===== src/rtl/pwm_capture.sv =====
`default_nettype none
// ============================================================================
//  Module      : pwm_capture
//  Description : PWM receive path. Measures high time and period (in clk
//                cycles) of an asynchronous PWM input and buffers each
//                complete measurement {high_cnt, period_cnt} in a small FIFO
//                for a host reader. Sticky flags report dropped records
//                (FIFO full) and missing edges (timeout).
//  Ports       : clk, rst        - clock, synchronous active-high reset
//                pwm_in          - asynchronous PWM input
//                enable_i        - capture enable (0 returns to IDLE)
//                clear_i         - clears overflow_o / timeout_o
//                timeout_i       - no-edge timeout in cycles (0 = off)
//                rd_en_i         - FIFO read request
//                rdata           - {high_cnt, period_cnt}, valid after read
//                empty_o         - FIFO empty
//                overflow_o      - sticky record-dropped flag
//                timeout_o       - sticky timeout flag
//  Revision    : 1.0 - initial release
// ============================================================================
module pwm_capture #(
    parameter int CNT_WIDTH   = 32,
    parameter int FIFO_DEPTH  = 4,
    parameter int SYNC_STAGES = 2
) (
    input  logic                   clk,
    input  logic                   rst,
    input  logic                   pwm_in,
    input  logic                   enable_i,
    input  logic                   clear_i,
    input  logic [CNT_WIDTH-1:0]   timeout_i,
    input  logic                   rd_en_i,
    output logic [2*CNT_WIDTH-1:0] rdata,
    output logic                   empty_o,
    output logic                   overflow_o,
    output logic                   timeout_o
);

    localparam int                   c_AW      = $clog2(FIFO_DEPTH);
    localparam logic [c_AW:0]        c_DEPTH   = (c_AW+1)'(FIFO_DEPTH);
    localparam logic [CNT_WIDTH-1:0] c_CNT_MAX = '1;
    localparam logic [CNT_WIDTH-1:0] c_CNT_ONE = CNT_WIDTH'(1);

    localparam logic [1:0] c_IDLE = 2'd0;
    localparam logic [1:0] c_ARM  = 2'd1;
    localparam logic [1:0] c_HIGH = 2'd2;
    localparam logic [1:0] c_LOW  = 2'd3;

    // ------------------------------------------------------------------
    // Input synchroniser and edge detect. Both edges see the same delay,
    // so the latency cancels out of every measurement.
    // ------------------------------------------------------------------
    logic [SYNC_STAGES-1:0] r_sync;
    logic                   r_prev;
    logic                   w_s;
    logic                   w_rise;
    logic                   w_fall;

    assign w_s    = r_sync[SYNC_STAGES-1];
    assign w_rise = w_s & ~r_prev;
    assign w_fall = ~w_s & r_prev;

    always_ff @(posedge clk) begin
        if (rst) begin
            r_sync <= '0;
            r_prev <= 1'b0;
        end else begin
            r_sync <= {r_sync[SYNC_STAGES-2:0], pwm_in};
            r_prev <= w_s;
        end
    end

    // ------------------------------------------------------------------
    // Measurement state machine
    // ------------------------------------------------------------------
    logic [1:0]             r_state;
    logic [1:0]             w_state_nxt;
    logic [CNT_WIDTH-1:0]   r_cnt;
    logic [CNT_WIDTH-1:0]   w_cnt_nxt;
    logic [CNT_WIDTH-1:0]   w_cnt_inc;
    logic [CNT_WIDTH-1:0]   r_high;
    logic [CNT_WIDTH-1:0]   w_high_nxt;
    logic                   w_timeout_hit;
    logic                   w_push;
    logic                   w_timeout_set;
    logic [2*CNT_WIDTH-1:0] w_push_data;

    // Saturated counts stay at all-ones, so the record reports all-ones too.
    assign w_push_data = {r_high, r_cnt};

    always_comb begin
        w_cnt_inc     = (r_cnt == c_CNT_MAX) ? r_cnt : r_cnt + c_CNT_ONE;
        w_timeout_hit = (timeout_i != '0) && (r_cnt == timeout_i);
        w_state_nxt   = r_state;
        w_cnt_nxt     = r_cnt;
        w_high_nxt    = r_high;
        w_push        = 1'b0;
        w_timeout_set = 1'b0;
        if (!enable_i) begin
            // Partial measurement discarded; FIFO and flags untouched.
            w_state_nxt = c_IDLE;
            w_cnt_nxt   = '0;
        end else begin
            case (r_state)
                c_IDLE: begin
                    w_cnt_nxt   = '0;
                    w_state_nxt = c_ARM;
                end
                c_ARM: begin
                    if (w_rise) begin
                        w_cnt_nxt   = c_CNT_ONE;
                        w_state_nxt = c_HIGH;
                    end
                end
                c_HIGH: begin
                    // The expected edge takes priority over a timeout in the same cycle.
                    if (w_fall) begin
                        w_high_nxt  = r_cnt;
                        w_cnt_nxt   = w_cnt_inc;
                        w_state_nxt = c_LOW;
                    end else if (w_timeout_hit) begin
                        w_timeout_set = 1'b1;
                        w_cnt_nxt     = '0;
                        w_state_nxt   = c_ARM;
                    end else begin
                        w_cnt_nxt = w_cnt_inc;
                    end
                end
                default: begin // c_LOW
                    if (w_rise) begin
                        // Rise closes this period and opens the next one.
                        w_push      = 1'b1;
                        w_cnt_nxt   = c_CNT_ONE;
                        w_state_nxt = c_HIGH;
                    end else if (w_timeout_hit) begin
                        w_timeout_set = 1'b1;
                        w_cnt_nxt     = '0;
                        w_state_nxt   = c_ARM;
                    end else begin
                        w_cnt_nxt = w_cnt_inc;
                    end
                end
            endcase
        end
    end

    always_ff @(posedge clk) begin
        if (rst) begin
            r_state <= c_IDLE;
            r_cnt   <= '0;
            r_high  <= '0;
        end else begin
            r_state <= w_state_nxt;
            r_cnt   <= w_cnt_nxt;
            r_high  <= w_high_nxt;
        end
    end

    // ------------------------------------------------------------------
    // Measurement FIFO (extra pointer bit distinguishes full from empty)
    // ------------------------------------------------------------------
    logic [2*CNT_WIDTH-1:0] r_mem [FIFO_DEPTH];
    logic [c_AW:0]          r_wr_ptr;
    logic [c_AW:0]          r_rd_ptr;
    logic [c_AW:0]          w_wr_ptr_nxt;
    logic [c_AW:0]          w_rd_ptr_nxt;
    logic [c_AW:0]          w_count;
    logic                   w_full;
    logic                   w_rd_acc;
    logic                   w_wr_acc;
    logic                   w_ovf_set;
    logic [2*CNT_WIDTH-1:0] r_rdata;
    logic                   r_empty;
    logic                   r_overflow;
    logic                   r_timeout;

    always_comb begin
        w_count   = r_wr_ptr - r_rd_ptr;
        w_full    = (w_count == c_DEPTH);
        w_rd_acc  = rd_en_i && !r_empty;
        // When full, a same-cycle read frees the slot being written.
        w_wr_acc  = w_push && (!w_full || w_rd_acc);
        w_ovf_set = w_push && w_full && !w_rd_acc;
        w_wr_ptr_nxt = w_wr_acc ? r_wr_ptr + (c_AW+1)'(1) : r_wr_ptr;
        w_rd_ptr_nxt = w_rd_acc ? r_rd_ptr + (c_AW+1)'(1) : r_rd_ptr;
    end

    always_ff @(posedge clk) begin
        if (!rst && w_wr_acc) begin
            r_mem[r_wr_ptr[c_AW-1:0]] <= w_push_data;
        end
    end

    always_ff @(posedge clk) begin
        if (rst) begin
            r_wr_ptr <= '0;
            r_rd_ptr <= '0;
            r_rdata  <= '0;
            r_empty  <= 1'b1;
        end else begin
            r_wr_ptr <= w_wr_ptr_nxt;
            r_rd_ptr <= w_rd_ptr_nxt;
            r_empty  <= (w_wr_ptr_nxt == w_rd_ptr_nxt);
            if (w_rd_acc) begin
                r_rdata <= r_mem[r_rd_ptr[c_AW-1:0]];
            end
        end
    end

    // ------------------------------------------------------------------
    // Sticky status flags: a set event beats a simultaneous clear.
    // ------------------------------------------------------------------
    always_ff @(posedge clk) begin
        if (rst) begin
            r_overflow <= 1'b0;
            r_timeout  <= 1'b0;
        end else begin
            r_overflow <= w_ovf_set     ? 1'b1 : (clear_i ? 1'b0 : r_overflow);
            r_timeout  <= w_timeout_set ? 1'b1 : (clear_i ? 1'b0 : r_timeout);
        end
    end

    assign rdata      = r_rdata;
    assign empty_o    = r_empty;
    assign overflow_o = r_overflow;
    assign timeout_o  = r_timeout;

endmodule
`default_nettype wire


===== config.mk =====
export PLATFORM = sky130hd
export DESIGN_NAME = pwm_capture
export DESIGN_NICKNAME = d
export VERILOG_FILES = /design/src/rtl/pwm_capture.sv
export SDC_FILE = /design/constraint.sdc
export NUM_CORES = 1
export LEC_CHECK = 0
export CAP_MARGIN = 20
export CORE_MARGIN = 3
export CORE_UTILIZATION = 50
export CTS_CLUSTER_DIAMETER = 60
export CTS_CLUSTER_SIZE = 14
export DETAILED_ROUTE_END_ITERATION = 12
export MAX_ROUTING_LAYER = met4
export PLACE_DENSITY = 0.69
export SKIP_CTS_REPAIR_TIMING = 1
export SLEW_MARGIN = 20
export SYNTH_ARGS = -nofsm -noshare
export SYNTH_HDL_FRONTEND = slang
export SYNTH_SLANG_ARGS = --single-unit

===== constraint.sdc =====
create_clock -name clk -period 4.5 [get_ports clk]
set_clock_uncertainty 0.05 [all_clocks]
set_input_delay 0.9 -clock clk [delete_from_list [all_inputs] [get_ports clk]]
set_output_delay 0.9 -clock clk [all_outputs]
set_load 0.01 [all_outputs]

==> PnR_summary.wiki, run 1 <==
{| class="wikitable"
! Metric !! Value
|-
| Detailed Route Iter0 Violations || 640
|-
| Count of pins on the block boundary || 105
|-
| Post-Place Cell Area || 16900 µm²
|-
| Final setup slack of the worst path || 1.25 ns
|-
| Cell chosen for the clock root || clkbuf_16
|-
| Commonest cells after routing, fill and taps aside || edfxtp_1, nand2_1, dfxtp_1
|-
| Mean post-synth cell area || 13.9 µm²
|-
| Cell type group with the largest total delay on the critical path || simple AND/OR/NAND/NOR gates
|-
| Buffers added on ports || 104
|-
| Yosys cell types || 51
|-
| Average detailed-routed wire length per instance || 20.8 µm
|-
| Clock tree from TritonCTS || yes
|-
| Setup CP Type || in2reg
|-
| Gate count of the mapped netlist || 1120
|-
| CP cell instances || clkdlybuf4s50_1, xnor2_1, nand4_1, nor4_2, nand4_2, a21oi_2, buf_4, nor2_1
|-
| Die boundary height || 182 µm
|-
| DPL Wire Length || 21600 µm
|-
| Data arrival time of the worst path || 3.60 ns
|-
| Clock latency on the worst-skew pair || 0.52 ns
|-
| Synth warn || 0
|-
| Share of total power in sequential cells || 0.563
|-
| Commonest non-fill, non-tap cell in the layout || edfxtp_1
|-
| Total wirelength of the detailed-routed design || 33800 µm
|-
| Final net count || 1257
|-
| Bufs and invs on worst path || 2
|-
| Peak supply drop || 0.000245 V
|-
| Transition time of the tightest slew-check pin || 1.09 ns
|-
| Top achievable clock speed || 0.307 GHz
|-
| Fin area || 18000 µm²
|-
| Master of the slowest instance on the critical path || clkdlybuf4s50_1
|-
| Post-route minimum period || 3.25 ns
|-
| Max-Cap Viols || 0
|-
| Placed insts || 1563
|-
| Proportion of layout cells with a drive suffix above 1 || 0.121
|-
| Vias in the first global route || 9349
|-
| Sequential area share after synthesis || 0.678
|-
| Via/cell ratio || 5.63
|-
| Period Utilization, post-route || 0.723
|-
| Starting density of the core || 0.516
|-
| Unrepaired setup endpoints after global routing || no
|-
| Critical path launch point type || input pin
|-
| Total global routing overflow || 0
|-
| Core utilization of the finished layout || 0.598
|-
| Initial antenna violation count || 1
|-
| Chip width || 182 µm
|-
| Outcome || completed
|-
| Placer congestion estimate || 1.01
|-
| Total via count after detailed routing || 9152
|-
| Die Outline Area || 33200 µm²
|-
| Sum of negative setup slack || 0 ns
|-
| Tot GR Track Use || 0.212
|-
| Comb power frac || 0.016
|-
| First-pass GRT wire length || 53300 µm
|-
| FF+latch count, synth || 398
|-
| Post-Place Worst Slack || 0.800 ns
|-
| Total number of placement rows || 63
|-
| Primary flip-flop cell chosen by synthesis mapping || edfxtp_1
|-
| Count of final max-slew check failures || 0
|-
| Post-layout instance count excluding filler cells || 1626
|-
| Int Pwr || 5.48 mW
|-
| CTS clock-pin slew for the worst setup and hold paths || 0.07 ns
|-
| Nets in the synthesized netlist || 1166
|-
| Layout-stage area growth over the synthesis result || 15.9%
|-
| Maximum number of pins on one net before global-route repair || 85
|-
| Fraction of post-synthesis cell area in the top cell type by area || 0.495
|-
| Leakage dissipation || 5.12 nW
|-
| Core region area || 30100 µm²
|-
| Biggest area consumer among synthesized cells || edfxtp_1
|-
| Slowest cell delay on critical path || 0.51 ns
|-
| Maximum buffer depth of the clock tree || 3
|-
| Min-Delay Path Class || reg2reg
|-
| Setup crit end kind || register
|-
| First-pass detailed-route iteration total || 5
|-
| Number of hold-slack violations in the final timing report || 0
|-
| Switching Share || 0.197
|-
| Share of total power in the clock network || 0.421
|-
| EDFF count, synth || 256
|-
| H-tree level count || 2
|-
| Slew headroom || 0.269
|-
| Psw || 1.34 mW
|-
| Required time worst endpoint || 4.84 ns
|-
| Share of synthesized flip-flops with an asynchronous set or reset || 0
|-
| Cells taking the most area after synthesis || edfxtp_1, dfxtp_1, mux4_2, nand2_1, a21oi_1
|-
| Total power density per cell area || 379 nW/µm²
|-
| DRC violation count after routing || 0
|-
| Clock buffers created by TritonCTS || 36
|-
| Antenna Violating Nets Remaining || 0
|-
| Maximum fanout along the worst path || 21
|-
| Cell area after synthesis || 15500 µm²
|-
| Number of clock sinks || 398
|-
| Final number of setup-violating endpoints || 0
|}
area by class of cell:
type / instances / area, µm²
flip-flops and latches: 398 / 10500
diodes: 1 / 2.50
well taps: 390 / 488
fillers: 2378 / 12100
repair buffers: 121 / 1180
clock inverters: 6 / 83.8
multi-input cells: 646 / 4700
inverters: 8 / 30.0
clock buffers: 56 / 996
state kept, by name (all words and copies together) (netlist names), 2 cells and up:
signal	flops
r_sync	2
r_state	2
r_cnt	32
r_wr_ptr	3
rdata	64
r_high	32
r_mem	256
r_rd_ptr	3
per-stage QoR:
stage                     hold WS [ns]  power [mW]
after detailed placement         0.384        4.03
after CTS                        0.400        6.89
after floorplan                  0.364        3.97
final                            0.394        6.82
after global placement           0.381        4.03
after global routing             0.417        7.03
layer usage:
metal	wire length, µm	GRT usage	vias up
met5	0	-	-
met2	16300	0.343	239
li1	-	-	4315
met3	1560	0.0319	55
met1	15200	0.286	4543
met4	816	0.0564	0
logic make-up after synthesis:
kind of cell             share of synthesized area
AO/OA/AOI/OAI                               0.0465
buffers and inverters                       0.0214
flip-flops                                   0.678
XOR/XNOR                                    0.0394
multiplexers                                0.0956
adder cells (fa/ha/maj)                    0.00644
AND/OR/NAND/NOR                              0.113
final timing paths:
| check | from | endpoint | slack, ns | depth (start not counted) |
|---|---|---|---|---|
| hold reg to reg | r_sync[0] | r_sync[1] | 0.39 | 1 |
| setup reg to reg | r_cnt[7] | r_cnt[18] | 1.67 | 7 |
| setup / recovery | timeout_i[7] | r_cnt[18] | 1.25 | 8 |
| hold / removal | r_sync[0] | r_sync[1] | 0.39 | 1 |
power by group through the flow:
stage                     registers (mW)  logic [mW]  clock network, mW
after floorplan                     3.92      0.0475                  0
after detailed placement            3.92       0.109                  0
final                               3.84       0.111               2.87
after global placement              3.92       0.110                  0
after global routing                3.84       0.117               3.08
after CTS                           3.84       0.110               2.94
cell usage after synthesis, types with 8 or more instances:
| master | n |
|---|---|
| dfxtp_1 | 142 |
| nand2_1 | 212 |
| buf_2 | 17 |
| nand3_1 | 22 |
| nor3_1 | 9 |
| a21oi_1 | 101 |
| nor4_1 | 20 |
| nor2b_1 | 9 |
| mux4_2 | 66 |
| xnor2_1 | 56 |
| ha_1 | 8 |
| edfxtp_1 | 256 |
| nor2_1 | 46 |
| nand4_1 | 27 |
| clkbuf_1 | 46 |
| inv_1 | 8 |
| xor2_1 | 12 |
(Power assumes the default switching activity.)
==> run 2: changes to the inputs <==
==> constraint.sdc (replaced) <==
create_clock -name clk -period 3.36 [get_ports clk]
set_clock_uncertainty 0.05 [all_clocks]
set_input_delay 0.672 -clock clk [delete_from_list [all_inputs] [get_ports clk]]
set_output_delay 0.672 -clock clk [all_outputs]
set_load 0.01 [all_outputs]
==> PnR_summary.wiki, run 2 (synthesis gave the netlist of run 1 again) <==
{| class="wikitable"
! Metric !! Value
|-
| Master of the slowest instance on the critical path || clkdlybuf4s50_1
|-
| Maximum buffer depth of the clock tree || 3 (unchanged)
|-
| Tot GR Track Use || 0.218 (+0.00594)
|-
| Number of flip-flops in the largest register || 256 (unchanged)
|-
| Core utilization of the finished layout || 0.607 (+0.00856)
|-
| Antenna Violating Nets Remaining || 0 (unchanged)
|-
| Int Pwr || 7.49 mW (+37%)
|-
| Vias in the first global route || 9524 (+1.9%)
|-
| Peak supply drop || 0.000508 V (+110%)
|-
| Setup CP Type || in2reg
|-
| Count of final max-slew check failures || 0 (unchanged)
|-
| Proportion of layout cells with a drive suffix above 1 || 0.135 (+0.0144)
|-
| DPL Wire Length || 22300 µm (+3.2%)
|-
| Slew headroom || 0.403 (+0.134)
|-
| Unrepaired setup endpoints after global routing || no
|-
| Leakage dissipation || 5.26 nW (+2.8%)
|-
| CP cell instances || clkdlybuf4s50_1, xnor2_1, nand4_1, nor4_2, nand4_2, a21oi_2, buf_4, nor2_1
|-
| First-pass GRT wire length || 55200 µm (+3.5%)
|-
| Final net count || 1277 (+1.6%)
|-
| Antenna diodes || 0 (-1)
|-
| Clock buffers created by TritonCTS || 36 (unchanged)
|-
| DRC violation count after routing || 0 (unchanged)
|-
| Initial antenna violation count || 0 (-1)
|-
| Via/cell ratio || 5.68 (+0.96%)
|-
| Bufs and invs on worst path || 2 (unchanged)
|-
| Final number of setup-violating endpoints || 0 (unchanged)
|-
| Buffers added on ports || 104 (unchanged)
|-
| Average detailed-routed wire length per instance || 21.1 µm (+1.2%)
|-
| Psw || 1.82 mW (+36%)
|-
| Data arrival time of the worst path || 3.10 ns (-0.50 ns)
|-
| Setup crit end kind || register
|-
| Worst Hold Path Cells || 2 (+1)
|-
| Slowest cell delay on critical path || 0.52 ns (about the same)
|-
| Clock latency on the worst-skew pair || 0.52 ns (about the same)
|-
| Worst-case reg-to-reg path depth || 7 (unchanged)
|-
| Commonest non-fill, non-tap cell in the layout || edfxtp_1
|-
| Number of clock sinks || 398 (unchanged)
|-
| Switching Share || 0.195 (-0.00106)
|-
| Total wirelength of the detailed-routed design || 34700 µm (+2.6%)
|-
| Outcome || completed
|-
| First-pass detailed-route iteration total || 5 (unchanged)
|-
| Core region area || 30100 µm² (unchanged)
|-
| Starting density of the core || 0.516 (unchanged)
|-
| Transition time of the tightest slew-check pin || 0.896 ns (-0.199 ns)
|-
| Total number of placement rows || 63 (unchanged)
|-
| Detailed Route Iter0 Violations || 704 (+10%)
|-
| Critical path launch point type || input pin
|-
| H-tree level count || 2 (unchanged)
|-
| Count of pins on the block boundary || 105 (unchanged)
|-
| Cell chosen for the clock root || clkbuf_16
|-
| Required time worst endpoint || 3.70 ns (-1.14 ns)
|-
| Total via count after detailed routing || 9371 (+2.4%)
|-
| Min-Delay Path Class || reg2reg
|-
| Total global routing overflow || 0 (unchanged)
|-
| Die Outline Area || 33200 µm² (unchanged)
|-
| Post-route minimum period || 2.76 ns
|-
| Period Utilization, post-route || 0.821
|-
| Number of hold-slack violations in the final timing report || 0 (unchanged)
|-
| Maximum fanout along the worst path || 21 (unchanged)
|-
| Commonest cells after routing, fill and taps aside || edfxtp_1, nand2_1, dfxtp_1
|-
| Comb power frac || 0.016 (about the same)
|-
| Stages on the worst setup path || 8 (unchanged)
|-
| Maximum number of pins on one net before global-route repair || 79 (-7.1%)
|-
| CTS clock-pin slew for the worst setup and hold paths || 0.07 ns (about the same)
|-
| Cell type group with the largest total delay on the critical path || simple AND/OR/NAND/NOR gates
|-
| Layout-stage area growth over the synthesis result || 17.6%
|-
| Clock tree from TritonCTS || yes
|-
| Placer congestion estimate || 0.981 (-3.0%)
|-
| Share of total power in sequential cells || 0.553 (-0.010)
|-
| Chip width || 182 µm (unchanged)
|-
| Share of total power in the clock network || 0.431 (+0.010)
|-
| Die boundary height || 182 µm (unchanged)
|-
| Top achievable clock speed || 0.363 GHz
|-
| Total power density per cell area || 510 nW/µm² (+35%)
|-
| Sum of negative setup slack || 0 ns (unchanged)
|-
| Max-Cap Viols || 0 (unchanged)
|}
## run 2: per-stage QoR
step                      std cells  hold slack [ns]  setup slack, ns  cell area, µm²  power, mW
final                          1649            0.400            0.603           18300       9.31
after global routing           1649            0.426            0.532           18300       9.61
after floorplan                1120            0.364           0.0897           15500       5.31
after CTS                      1649            0.404            0.704           18300       9.39
after global placement         1583            0.393            0.215           17100       5.40
after detailed placement       1583            0.395            0.191           17100       5.40
## run 2: tightest hold or removal path: stages, from the launching register on
cell and delay, ns:
dfxtp_1 0.30, nand2_1 0.05, a21oi_1 0.05
## run 2: area by class of cell
cell class / instances / area, µm²
Sequential cell: 398 / 10500
Timing Repair Buffer: 141 / 1370
Clock buffer: 61 / 1080
Fill cell: 2322 / 11800
Multi-Input combinational cell: 646 / 4690
Clock inverter: 5 / 78.8
Tap cell: 390 / 488
Inverter: 8 / 30.0
## run 2: routing by layer
layer / track usage / wire length (µm)
met3: 0.0277 / 1640
met4: 0.0619 / 913
met5: - / 0
met1: 0.303 / 15400
met2: 0.346 / 16800
## run 2: worst paths after layout
check,startpoint,slack (ns),to
max,timeout_i[7],0.60,r_cnt[2]
min,rdata[5],0.40,rdata[5]
max reg2reg,r_cnt[7],0.78,r_cnt[2]
min reg2reg,rdata[5],0.40,rdata[5]
## run 2: power by group through the flow
| stage | logic, mW | registers [mW] | clock network (mW) |
|---|---|---|---|
| 2_1_floorplan | 0.0636 | 5.25 | 0 |
| 3_3_place_gp | 0.150 | 5.25 | 0 |
| 4_1_cts | 0.150 | 5.14 | 4.10 |
| 5_1_grt | 0.159 | 5.14 | 4.31 |
| 3_5_place_dp | 0.149 | 5.25 | 0 |
| 6_report | 0.151 | 5.14 | 4.02 |
==> run 3: changes to the inputs <==
--- a/config.mk
+++ b/config.mk
@@ -12,7 +12,7 @@
 export CTS_CLUSTER_SIZE = 14
 export DETAILED_ROUTE_END_ITERATION = 12
 export MAX_ROUTING_LAYER = met4
-export PLACE_DENSITY = 0.69
+export PLACE_DENSITY = 0.72
 export SKIP_CTS_REPAIR_TIMING = 1
 export SLEW_MARGIN = 20
 export SYNTH_ARGS = -nofsm -noshare
==> constraint.sdc (replaced) <==
create_clock -name clk -period 2.3 [get_ports clk]
set_clock_uncertainty 0.05 [all_clocks]
set_input_delay 0.46 -clock clk [delete_from_list [all_inputs] [get_ports clk]]
set_output_delay 0.46 -clock clk [all_outputs]
set_load 0.01 [all_outputs]
==> PnR_summary.wiki, run 3 (synthesis gave the netlist of run 1 again) <==
{| class="wikitable"
! Metric !! Value
|-
| Critical Path Most Common Cell || buf_4
|-
| Antenna Violating Nets Remaining || 0 (unchanged)
|-
| First-pass GRT wire length || 55300 µm (+0.30%)
|-
| H-tree level count || 2 (unchanged)
|-
| Setup crit end kind || register
|-
| Post-Place Worst Slack || -0.630 ns (-0.821 ns)
|-
| Chip width || 182 µm (unchanged)
|-
| Count of final max-slew check failures || 0 (unchanged)
|-
| Total global routing overflow || 0 (unchanged)
|-
| Clock latency on the worst-skew pair || 0.52 ns (about the same)
|-
| Critical path launch point type || input pin
|-
| Starting density of the core || 0.516 (unchanged)
|-
| Antenna diodes || 0 (unchanged)
|-
| CTS clock-pin slew for the worst setup and hold paths || 0.07 ns (about the same)
|-
| Total power density per cell area || 721 nW/µm² (+41%)
|-
| Proportion of layout cells with a drive suffix above 1 || 0.207 (+0.0717)
|-
| Share of total power in the clock network || 0.438 (+0.007)
|-
| Length of routed met3 wiring || 1680 µm (+2.6%)
|-
| Maximum fanout along the worst path || 16 (-24%)
|-
| Area taken by flip-flops and latches || 10500 µm² (about the same)
|-
| Die Outline Area || 33200 µm² (unchanged)
|-
| Total number of placement rows || 63 (unchanged)
|-
| Switching Share || 0.196 (+0.00100)
|-
| Min-Delay Path Class || in2reg
|-
| Post-layout instance count excluding filler cells || 1730 (+4.9%)
|-
| Uppermost signal routing layer after detailed routing || met4
|-
| Master of the slowest instance on the critical path || clkdlybuf4s50_1
|-
| Setup CP Type || in2reg
|-
| Total wirelength of the detailed-routed design || 35300 µm (+1.6%)
|-
| Via/cell ratio || 5.62 (-1.2%)
|-
| Comb power frac || 0.019 (+0.003)
|-
| Top achievable clock speed || 0.445 GHz
|-
| Peak supply drop || 0.000481 V (-5.3%)
|-
| Layout-stage area growth over the synthesis result || 23.5%
|-
| Cell type group with the largest total delay on the critical path || buffers and inverters
|-
| DPL Wire Length || 23300 µm (+4.8%)
|-
| Leakage dissipation || 5.85 nW (+11%)
|-
| Final setup slack of the worst path || 0.0525 ns (-0.551 ns)
|-
| DRC violation count after routing || 0 (unchanged)
|-
| Power consumption || 13.8 mW (+49%)
|-
| Post-route minimum period || 2.25 ns
|-
| Int Pwr || 11.1 mW (+48%)
|-
| Placed insts || 1662 (+5.0%)
|-
| Cell chosen for the clock root || clkbuf_16
|-
| Clock buffers created by TritonCTS || 36 (unchanged)
|-
| Placer congestion estimate || 0.985 (+0.37%)
|-
| Commonest cells after routing, fill and taps aside || edfxtp_1, nand2_1, dfxtp_1
|-
| Average detailed-routed wire length per instance || 20.4 µm (-3.2%)
|-
| Area taken by multi-input logic gates || 4860 µm² (+3.4%)
|-
| First-pass detailed-route iteration total || 5 (unchanged)
|-
| Die boundary height || 182 µm (unchanged)
|-
| Clock tree from TritonCTS || yes
|-
| Period Utilization, post-route || 0.977
|-
| Commonest non-fill, non-tap cell in the layout || edfxtp_1
|-
| Required time worst endpoint || 2.68 ns (-1.02 ns)
|-
| Met2 wirelength from detailed routing || 18000 µm (+7.3%)
|-
| Final net count || 1358 (+6.3%)
|-
| CP cell instances || clkdlybuf4s50_1, buf_4, nor4_2, nand4_1, or2_2, a41oi_1, a21oi_2, buf_4, o32ai_1
|-
| Buffers added on ports || 104 (unchanged)
|-
| Sum of negative setup slack || 0 ns (unchanged)
|-
| Initial antenna violation count || 0 (unchanged)
|-
| Data arrival time of the worst path || 2.63 ns (-0.47 ns)
|-
| Detailed Route Iter0 Violations || 735 (+4.4%)
|-
| Number of flip-flops in the largest register || 256 (unchanged)
|-
| Vias in the first global route || 9964 (+4.6%)
|-
| Share of total power in sequential cells || 0.543 (-0.010)
|-
| Maximum buffer depth of the clock tree || 3 (unchanged)
|-
| Max-Cap Viols || 0 (unchanged)
|-
| Transition time of the tightest slew-check pin || 0.599 ns (-0.297 ns)
|-
| Core utilization of the finished layout || 0.638 (+0.0309)
|-
| Final number of setup-violating endpoints || 0 (unchanged)
|-
| Slew headroom || 0.601 (+0.198)
|-
| Outcome || completed
|-
| Unrepaired setup endpoints after global routing || yes
|-
| Met1 wire length || 14800 µm (-3.6%)
|-
| Tot GR Track Use || 0.219 (+0.000334)
|-
| Bufs and invs on worst path || 3 (+1)
|-
| Psw || 2.72 mW (+49%)
|-
| Number of clock sinks || 398 (unchanged)
|-
| Maximum number of pins on one net before global-route repair || 91 (+15%)
|-
| Total of fill cells in the finished design || 2242 (-3.4%)
|-
| Slowest cell delay on critical path || 0.53 ns (about the same)
|-
| Number of hold-slack violations in the final timing report || 0 (unchanged)
|-
| Count of pins on the block boundary || 105 (unchanged)
|-
| Total via count after detailed routing || 9716 (+3.7%)
|-
| Core region area || 30100 µm² (unchanged)
|}
run 3: worst paths after layout:
check	from	endpoint	slack [ns]	cells after the start
worst max register to register	r_cnt[13]	r_cnt[1]	0.13	7
worst max-delay path	timeout_i[17]	r_cnt[1]	0.05	9
worst min-delay path	rst	r_rd_ptr[2]	0.28	2
worst min register to register	r_sync[0]	r_sync[1]	0.40	1
run 3: layer usage:
layer / track usage / vias up
met5: - / -
met4: 0.0551 / 0
met3: 0.0259 / 64
met2: 0.367 / 284
met1: 0.288 / 4860
li1: - / 4508
run 3: final cells by class:
class	count	share of cell area
repair buffers	222	0.110
multi-input cells	646	0.253
clock inverters	7	0.00684
flip-flops and latches	398	0.549
inverters	8	0.00156
well taps	390	0.0254
clock buffers	59	0.0547
run 3: power groups by stage:
| stage | Combinational (mW) | Sequential (mW) | Clock, mW |
|---|---|---|---|
| floorplan | 0.0929 | 7.67 | 0 |
| global placement | 0.250 | 7.67 | 0 |
| detailed placement | 0.250 | 7.67 | 0 |
| CTS | 0.252 | 7.51 | 6.17 |
| global route | 0.279 | 7.51 | 6.46 |
| finish | 0.267 | 7.51 | 6.06 |
run 3: stage by stage:
step,hold WS [ns],instance area [µm²]
after floorplan,0.364,15500
after global placement,0.391,17800
after detailed placement,0.396,17800
after CTS,0.254,19000
after global routing,0.268,19200
final,0.276,19200
